<file path="src/rtl/adpll_lock_ctrl.sv">
// adpll_lock_ctrl -- lock acquisition / supervision controller for an ADPLL.
//
// Drives the ADPLL through loop reset, coarse acquisition, fine acquisition
// and locked tracking. It watches the phase error on each reference-clock
// rising edge and faults on timeout or on a railed DCO control code.
//
// Ports:
//   fpga_clk_i      system clock, all logic on rising edge
//   reset_ni        asynchronous active-low reset
//   start_i         level request to acquire lock
//   stop_i          level request to abort and return to IDLE (highest priority)
//   ref_clk_i       reference clock, asynchronous, synchronised internally
//   error_i         signed phase error from the phase detector
//   dco_cc_i        signed DCO control code from the ADPLL
//   adpll_enable_o  ADPLL enable
//   loop_reset_o    active-high ADPLL loop reset
//   gain_sel_o      loop filter gain: 10 coarse, 01 fine, 00 tracking
//   locked_o        high in LOCKED
//   lock_lost_o     one-cycle pulse on leaving LOCKED due to bad samples
//   fault_o         high in FAULT
//   state_o         current state encoding
module adpll_lock_ctrl #(
    parameter int LOCK_TOL   = 2,
    parameter int LOCK_CNT   = 16,
    parameter int COARSE_TOL = 16,
    parameter int UNLOCK_TOL = 8,
    parameter int UNLOCK_CNT = 4,
    parameter int TIMEOUT    = 1024,
    parameter int RST_CYCLES = 8
) (
    input  logic              fpga_clk_i,
    input  logic              reset_ni,
    input  logic              start_i,
    input  logic              stop_i,
    input  logic              ref_clk_i,
    input  logic signed [7:0] error_i,
    input  logic signed [8:0] dco_cc_i,
    output logic              adpll_enable_o,
    output logic              loop_reset_o,
    output logic [1:0]        gain_sel_o,
    output logic              locked_o,
    output logic              lock_lost_o,
    output logic              fault_o,
    output logic [2:0]        state_o
);

    localparam int COARSE_CNT = 4;
    localparam int HIT_MAX0   = (LOCK_CNT > COARSE_CNT) ? LOCK_CNT : COARSE_CNT;
    localparam int HIT_MAX    = (UNLOCK_CNT > HIT_MAX0) ? UNLOCK_CNT : HIT_MAX0;
    localparam int HIT_W      = $clog2(HIT_MAX + 1);
    localparam int TMO_W      = $clog2(TIMEOUT + 1);
    localparam int RST_W      = $clog2(RST_CYCLES + 1);

    typedef enum logic [2:0] {
        IDLE     = 3'd0,
        LOOP_RST = 3'd1,
        COARSE   = 3'd2,
        FINE     = 3'd3,
        LOCKED   = 3'd4,
        FAULT    = 3'd5
    } state_t;

    state_t             state, state_nxt;
    logic [RST_W-1:0]   rst_cnt, rst_cnt_nxt;
    logic [HIT_W-1:0]   hit_cnt, hit_cnt_nxt;
    logic [TMO_W-1:0]   tmo_cnt, tmo_cnt_nxt;
    logic               lost_nxt;
    logic               ref_s1, ref_s2, ref_s3;
    logic               strobe;
    logic [7:0]         abs_err;
    logic               rail;

    // Two-flop synchroniser plus one delay flop for rising-edge detection.
    always_ff @(posedge fpga_clk_i or negedge reset_ni) begin
        if (!reset_ni) begin
            ref_s1 <= 1'b0;
            ref_s2 <= 1'b0;
            ref_s3 <= 1'b0;
        end else begin
            ref_s1 <= ref_clk_i;
            ref_s2 <= ref_s1;
            ref_s3 <= ref_s2;
        end
    end

    assign strobe = ref_s2 & ~ref_s3;

    // Two's complement negate in 8 bits maps -128 to 8'h80 = 128 unsigned.
    assign abs_err = error_i[7] ? (~error_i + 8'd1) : error_i;
    assign rail    = (dco_cc_i == 9'sh0FF) || (dco_cc_i == 9'sh100);

    always_comb begin
        state_nxt   = state;
        rst_cnt_nxt = rst_cnt;
        hit_cnt_nxt = hit_cnt;
        tmo_cnt_nxt = tmo_cnt;
        lost_nxt    = 1'b0;

        case (state)
            IDLE: begin
                rst_cnt_nxt = '0;
                hit_cnt_nxt = '0;
                tmo_cnt_nxt = '0;
                if (start_i) state_nxt = LOOP_RST;
            end
            LOOP_RST: begin
                if (rst_cnt >= RST_W'(RST_CYCLES - 1)) begin
                    state_nxt   = COARSE;
                    rst_cnt_nxt = '0;
                    hit_cnt_nxt = '0;
                    tmo_cnt_nxt = '0;
                end else begin
                    rst_cnt_nxt = rst_cnt + 1'b1;
                end
            end
            COARSE, FINE, LOCKED: begin
                if (strobe) begin
                    // Rail first; a tolerance-driven move out of COARSE/FINE
                    // wins over a timeout on the same strobe.
                    if (rail) begin
                        state_nxt = FAULT;
                    end else if (state == COARSE) begin
                        if (abs_err <= 8'(COARSE_TOL)) begin
                            if (hit_cnt >= HIT_W'(COARSE_CNT - 1)) begin
                                state_nxt   = FINE;
                                hit_cnt_nxt = '0;
                                tmo_cnt_nxt = '0;
                            end else begin
                                hit_cnt_nxt = hit_cnt + 1'b1;
                            end
                        end else begin
                            hit_cnt_nxt = '0;
                        end
                    end else if (state == FINE) begin
                        if (abs_err > 8'(COARSE_TOL)) begin
                            state_nxt   = COARSE;
                            hit_cnt_nxt = '0;
                            tmo_cnt_nxt = '0;
                        end else if (abs_err <= 8'(LOCK_TOL)) begin
                            if (hit_cnt >= HIT_W'(LOCK_CNT - 1)) begin
                                state_nxt   = LOCKED;
                                hit_cnt_nxt = '0;
                            end else begin
                                hit_cnt_nxt = hit_cnt + 1'b1;
                            end
                        end else begin
                            hit_cnt_nxt = '0;
                        end
                    end else begin
                        if (abs_err > 8'(UNLOCK_TOL)) begin
                            if (hit_cnt >= HIT_W'(UNLOCK_CNT - 1)) begin
                                state_nxt   = FINE;
                                lost_nxt    = 1'b1;
                                hit_cnt_nxt = '0;
                                tmo_cnt_nxt = '0;
                            end else begin
                                hit_cnt_nxt = hit_cnt + 1'b1;
                            end
                        end else begin
                            hit_cnt_nxt = '0;
                        end
                    end

                    if ((state == COARSE || state == FINE) && state_nxt == state) begin
                        if (tmo_cnt >= TMO_W'(TIMEOUT - 1)) begin
                            state_nxt = FAULT;
                        end else begin
                            tmo_cnt_nxt = tmo_cnt + 1'b1;
                        end
                    end
                end
            end
            FAULT: begin
                state_nxt = FAULT;
            end
            default: begin
                state_nxt = IDLE;
            end
        endcase

        if (stop_i) begin
            state_nxt   = IDLE;
            rst_cnt_nxt = '0;
            hit_cnt_nxt = '0;
            tmo_cnt_nxt = '0;
            lost_nxt    = 1'b0;
        end
    end

    // Outputs are registered from the next state so they align with state_o.
    always_ff @(posedge fpga_clk_i or negedge reset_ni) begin
        if (!reset_ni) begin
            state          <= IDLE;
            rst_cnt        <= '0;
            hit_cnt        <= '0;
            tmo_cnt        <= '0;
            adpll_enable_o <= 1'b0;
            loop_reset_o   <= 1'b0;
            gain_sel_o     <= 2'b10;
            locked_o       <= 1'b0;
            lock_lost_o    <= 1'b0;
            fault_o        <= 1'b0;
        end else begin
            state          <= state_nxt;
            rst_cnt        <= rst_cnt_nxt;
            hit_cnt        <= hit_cnt_nxt;
            tmo_cnt        <= tmo_cnt_nxt;
            adpll_enable_o <= (state_nxt == COARSE) || (state_nxt == FINE) ||
                              (state_nxt == LOCKED);
            loop_reset_o   <= (state_nxt == LOOP_RST);
            gain_sel_o     <= (state_nxt == FINE)   ? 2'b01 :
                              (state_nxt == LOCKED) ? 2'b00 : 2'b10;
            locked_o       <= (state_nxt == LOCKED);
            lock_lost_o    <= lost_nxt;
            fault_o        <= (state_nxt == FAULT);
        end
    end

    assign state_o = state;

endmodule

</file>
<file path="config.mk">
export PLATFORM = sky130hd
export DESIGN_NAME = adpll_lock_ctrl
export DESIGN_NICKNAME = d
export VERILOG_FILES = /design/src/rtl/adpll_lock_ctrl.sv
export SDC_FILE = /design/constraint.sdc
export NUM_CORES = 1
export LEC_CHECK = 0
export CORE_ASPECT_RATIO = 2
export CORE_MARGIN = 4
export CORE_UTILIZATION = 46
export CTS_CLUSTER_DIAMETER = 120
export DETAILED_ROUTE_END_ITERATION = 7
export PLACE_DENSITY = 0.75
export SYNTH_ARGS = -nofsm -noshare
export SYNTH_HDL_FRONTEND = slang
export SYNTH_SLANG_ARGS = --single-unit
</file>
<file path="constraint.sdc">
create_clock -name fpga_clk_i -period 7.4 [get_ports fpga_clk_i]
set_input_delay 2.22 -clock fpga_clk_i [delete_from_list [all_inputs] [get_ports fpga_clk_i]]
set_output_delay 2.22 -clock fpga_clk_i [all_outputs]
set_load 0.05 [all_outputs]
</file>
Word level (Yosys, flattened, before mapping)
Index checks and enable logic that the tools add are counted.
Word-level totals
  bits in registers: 33
  bits in latches: 0
  bits in read-only memories: 0
  bits in writable memories: 0
  memories kept: 0
  word-level logic and storage cells: 113
Operators by class
  mux-type cells: 58
  reduce and logical (&&, ||, !) cells: 11
  multiply operators: 0
  shifts and indexed selects: 0
  div/mod/pow operators: 0
  add/sub/neg operators: 4
  eq/ne operators: 16
  order comparisons: 8
  bitwise logic cells: 3
Operator list (number)
  $mux 11: 12
  $mux 5: 12
  $mux 3: 17
  $pmux 11 s3: 1
  $eq 9x9->1 const B: 2
  $pmux 5 s3: 1
  $eq 3x2->1 const B: 4
  $eq 3x3->1 const B: 4
  $pmux 3 s4: 1
  $add 11x1->11 const B: 1
  $ge 11x10->1 const B: 1
  $ne 3x3->1 const B: 3
  $add 8x1->8 const B: 1
  $gt 8x4->1 const B: 1
  $gt 8x5->1 const B: 1
  $le 8x2->1 const B: 1
  $le 8x5->1 const B: 1
  $mux 1: 8
  $mux 4: 2
  $mux 8: 1
  $not 8->8: 1
  $pmux 4 s2: 1
  $eq 3x1->1 const B: 2
  $add 5x1->5 const B: 1
  16 further kinds: 20

Longest topological paths before layout
  word-level depth: 20
  mapped depth: 11
  gate-level depth less buffers: 10

Worst setup path after synthesis
Ideal clock, no wire load.
  path kind: in2reg
  from: in error_i[0]
  to: reg adpll_enable_o
  slack: 3.082 ns
  setup time: 0.118 ns
  arrival time: 4.199 ns
  stages on the path: 10
  path buffers: 0
  cells stage by stage: inv_1 > ha_1 > nor3b_1 > a21oi_1 > o21a_1 > a21oi_4 > a2111oi_2 > or3_4 > o21a_1 > a21o_1
On the way
  cells in the longest elaborated chain, start to end: 20
Ends and longest elaborated chain
  start: declaration: line 36  | input logic signed [7:0] error_i,
  $not 8->8: line 89  | assign abs_err = error_i[7] ? (~error_i + 8'd1) : error_i;
  $add 8x1->8: line 89
  $mux 8 (*): line 89
  $le 8x2->1: line 139  | end else if (abs_err <= 8'(LOCK_TOL)) begin
  $mux 3: line 139
  $mux 3: line 135  | if (abs_err > 8'(COARSE_TOL)) begin
  $mux 3: line 134  | end else if (state == FINE) begin
  $mux 3 (*): line 122  | end else if (state == COARSE) begin
  [... 5 more ...]
  $mux 3 (*): line 164  | if ((state == COARSE || state == FINE) && state_nxt == state) begin
  $mux 3 (*): line 117  | if (strobe) begin
  $pmux 3 s4 (*): line 99  | case (state)
  $mux 3 (*): line 181  | if (stop_i) begin
  named net state_nxt[2]: line 63  | state_t state, state_nxt;
  $eq 3x2->1: line 208  | adpll_enable_o <= (state_nxt == COARSE) || (state_nxt == FINE) ||
  $logic_or 1x1->1: line 208
  $logic_or 1x1->1 (*): line 208
  end signal: assignment: line 208
  end: declaration: line 38  | output logic adpll_enable_o,
The timed path passes the listed nets; every way through them passes the cells marked *. The select of a mux whose other input is x is not followed.
A chain may end at the register's enable or synchronous reset.

Worst setup path in the final report
  from: in error_i[0]
  to: reg tmo_cnt[0]
On the way
  cells in the longest elaborated chain, start to end: 17
Ends and longest elaborated chain
  $not 8->8: line 89
  $add 8x1->8: line 89
  $mux 8 (*): line 89
  $le 8x2->1: line 139
  $mux 3: line 139
  $mux 3: line 135
  $mux 3: line 134
  $mux 3: line 122
  $mux 3: line 120  | if (rail) begin
  $mux 3: line 117
  $mux 3: line 99
  $eq 3x3->1: line 164
  $logic_and 1x1->1: line 164
  $mux 11 (*): line 164
  $mux 11 (*): line 117
  $pmux 11 s3 (*): line 99
  $mux 11 (*): line 181
  end signal: assignment: line 207  | tmo_cnt <= tmo_cnt_nxt;
  end: declaration: line 66  | logic [TMO_W-1:0] tmo_cnt, tmo_cnt_nxt;
Mark *: on every way between the ends. The rest lies on a longest branch, timed or not. The select of a mux whose other input is x is not followed.

==> reports/qor.txt <==
FF-to-FF path depth = 8
Ys flop type = dfrtp_1
Post-CTS Setup Inserts = 0
Endpoints failing setup = 0
DR WL/cell = 16.42 microns
Total power = 0.4226 mW
Mapped Area = 2321 sq um
Status = complete, no violations
Worst path top cell family by delay = simple AND/OR/NAND/NOR gates
Initial Utilization = 0.4771
Actual slew at the worst max-slew pin = 887.5 ps
Final Skew = 10.70 ps
# DRC = 0
CP required = 7620 ps
FP Rows = 36
Root Buffer = clkbuf_8
Final HPWL DP = 4.404 mm
Post-synthesis cell count = 262
First-pass iteration count of the detailed router = 4
Setup crit end kind = flip-flop
Longest Clk Path Bufs = 2
Max-cap viol count = 0
N_diodes = 0
GRT Resource Usage Total = 0.1951
Crit-path max cell delay = 590 ps
Syn avg cell area = 8.859 sq um
Tcrit/Tclk final = 0.6824
PD cells = 152.3 nW/um^2
Initial DRC count = 77
Tmin final = 5050 ps
Port bufs = 31
Number of flops mapped to enable cells by yosys = 0
Largest net degree at the start of global routing = 34
Hold Crit Class = reg2reg
Initial antenna violation count = 0
CP arrival = 5270 ps
Multi-input gate area = 1408 sq um
Hold Path Cell Cnt = 0
Critical path fanouts, max = 9
Unique masters post-synth = 64
TNS Setup = 0 ps
FILL cells = 448
RSZ-0062 raised after global routing = no
Die width = 58.23 microns
CP cell instances = clkdlybuf4s50_1 > inv_1 > ha_1 > nor2b_1 > nor3_1 > mux2i_2 > a221oi_2 > o41ai_1 > nor2_1 > a21oi_1 > mux2i_1
Syn Nets = 289
Setup crit start kind = primary input
Placer congestion estimate = 0.8632
Design area = 2774 sq um
Maximum clock rate = 0.1980 GHz
Leak pwr = 1.093 nW
Vias per cell = 6.281
Crit Path Class = in2reg
Core area = 4865 sq um
CTS Sinks = 33
Post-CTS sizing = 0
Total grt overflow = 0
Via count = 2192
Post-DP Area = 2658 sq um
Flops & latches, synth = 33
TritonCTS buffer count = 5
Cts hold-fix bufs = 0
Clock-pin slew on the worst setup and hold paths = 70 ps
Routed WL = 5.732 mm
Fin. max-slew vios = 0
Skew-Pair Late Insertion Delay = 300 ps
Cell count along the critical path = 11
Hold Violations, Final = 0
First-pass GRT wire length = 9.611 mm
Slowest CP cell = clkdlybuf4s50_1
I/O pin cnt = 32
Sequential Area = 827.0 sq um
Final net count = 318
Worst path buffer plus inverter count = 2
H-tree levels = 2
Peak supply drop = 0.1348 mV
P&R area growth vs syn = 19.51%
R2R Setup Slk = 4500 ps
Die H = 108.5 microns
Yosys warns = 0
Slew margin rel. = 0.4061
Vias in the first global route = 2248
Async set-reset flop share out of synthesis = 1.000
Sequential share of the synthesized area = 0.3563
Share of cells above drive strength 1 = 0.08562
CTS tree = done
Antenna viol nets, final = 0
Die area = 6315 sq um
[registers in the layout, indices dropped and copies added (netlist names)]
| name | flops |
|---|---|
| lock_lost_o | 1 |
| tmo_cnt | 11 |
| rst_cnt | 4 |
| ref_s2 | 1 |
| state_o | 3 |
| adpll_enable_o | 1 |
| loop_reset_o | 1 |
| fault_o | 1 |
| ref_s3 | 1 |
| gain_sel_o | 2 |
| locked_o | 1 |
| hit_cnt | 5 |
| ref_s1 | 1 |
[metal layers]
metal  wire length, microns  GRT usage  up-vias
met1                   2006     0.1839     1039
met3                    253    0.03106       26
met4                    342     0.1575        0
li1                       -          -     1051
met2                   3129     0.3544       76
met5                      0          0        -
[synth_stat cells (2+ instances only)]
cell / count / area (sq um)
o211ai_1: 3 / 22.52
a21oi_1: 13 / 65.06
nand3_1: 10 / 50.05
nor3b_1: 3 / 22.52
and3b_1: 2 / 17.52
and2_1: 2 / 12.51
a31oi_1: 12 / 75.07
a211o_1: 2 / 17.52
buf_4: 2 / 15.01
a41oi_1: 2 / 17.52
a21o_1: 4 / 30.03
and3_1: 8 / 50.05
dfrtp_1: 32 / 800.8
nand2_1: 23 / 86.33
o21a_1: 4 / 30.03
nor2_1: 20 / 75.07
o21ai_1: 8 / 40.04
mux2i_1: 3 / 30.03
o21ai_0: 17 / 85.08
o31ai_1: 3 / 22.52
a211oi_1: 4 / 30.03
and4_1: 2 / 17.52
nor2b_1: 5 / 31.28
nor4_1: 4 / 25.02
nor3_1: 9 / 45.04
ha_1: 5 / 62.56
o31ai_4: 2 / 42.54
clkbuf_1: 7 / 26.28
inv_1: 9 / 33.78
nand2b_1: 8 / 50.05
[per-stage QoR]
| stage | setup slack, ps | hold slack (ps) | cells | util |
|---|---|---|---|---|
| 3_5_place_dp | 2065 | 335.5 | 341 | 0.5463 |
| 4_1_cts | 2358 | 352.5 | 349 | 0.5702 |
| 5_1_grt | 2092 | 364.1 | 349 | 0.5702 |
| 3_3_place_gp | 2223 | 332.5 | 341 | 0.5463 |
| 2_1_floorplan | 3082 | 331.2 | 262 | - |
| 6_report | 2350 | 350.4 | 349 | 0.5702 |
[placed cells by master (no fill, tap or decap), types with 5 or more instances in the layout]
cell type        netlist  routed
ha_1                   5       5
dfrtp_1               32      32
nand2b_1               8       8
nor2_1                20      20
o21ai_1                8       8
inv_1                  9       9
o21ai_0               17      17
a31oi_1               12      12
nor2b_1                5       5
nor3_1                 9       9
a21oi_1               13      13
clkdlybuf4s50_1        0      31
clkbuf_8               0       6
nand2_1               23      23
and3_1                 8       8
nand3_1               10      10
[area by class of cell]
class                           instances  area share
Timing Repair Buffer                   32      0.1146
Multi-Input combinational cell        210      0.5074
Clock inverter                          1     0.01083
Sequential cell                        33      0.2982
Clock buffer                            7     0.03112
Inverter                                9     0.01218
Tap cell                               57     0.02571
[where the power goes]
group / switching [mW] / internal (mW) / total (mW)
Combinational: 0.0338 / 0.0251 / 0.0589
Clock: 0.0690 / 0.110 / 0.179
Sequential: 0.00255 / 0.182 / 0.185
[cells by family after synthesis]
| logic type | Yosys count | share of synthesized area |
|---|---|---|
| compound gates | 91 | 0.2873 |
| xor+xnor | 3 | 0.01456 |
| fa+ha+maj | 5 | 0.02695 |
| buf+inv | 19 | 0.03720 |
| flops | 33 | 0.3563 |
| mux | 5 | 0.02372 |
| simple gates | 106 | 0.2539 |
[path summary, 6_finish.rpt]
kind / from / to
worst max-delay path: error_i[0] / tmo_cnt[0]
worst min-delay path: ref_s1 / ref_s2
worst max register to register: state_o[2] / tmo_cnt[0]
worst min register to register: ref_s1 / ref_s2
max in group asynchronous: reset_ni / gain_sel_o[1]
min in group asynchronous: reset_ni / tmo_cnt[1]
Note: power is estimated with default switching activity, not from simulation.
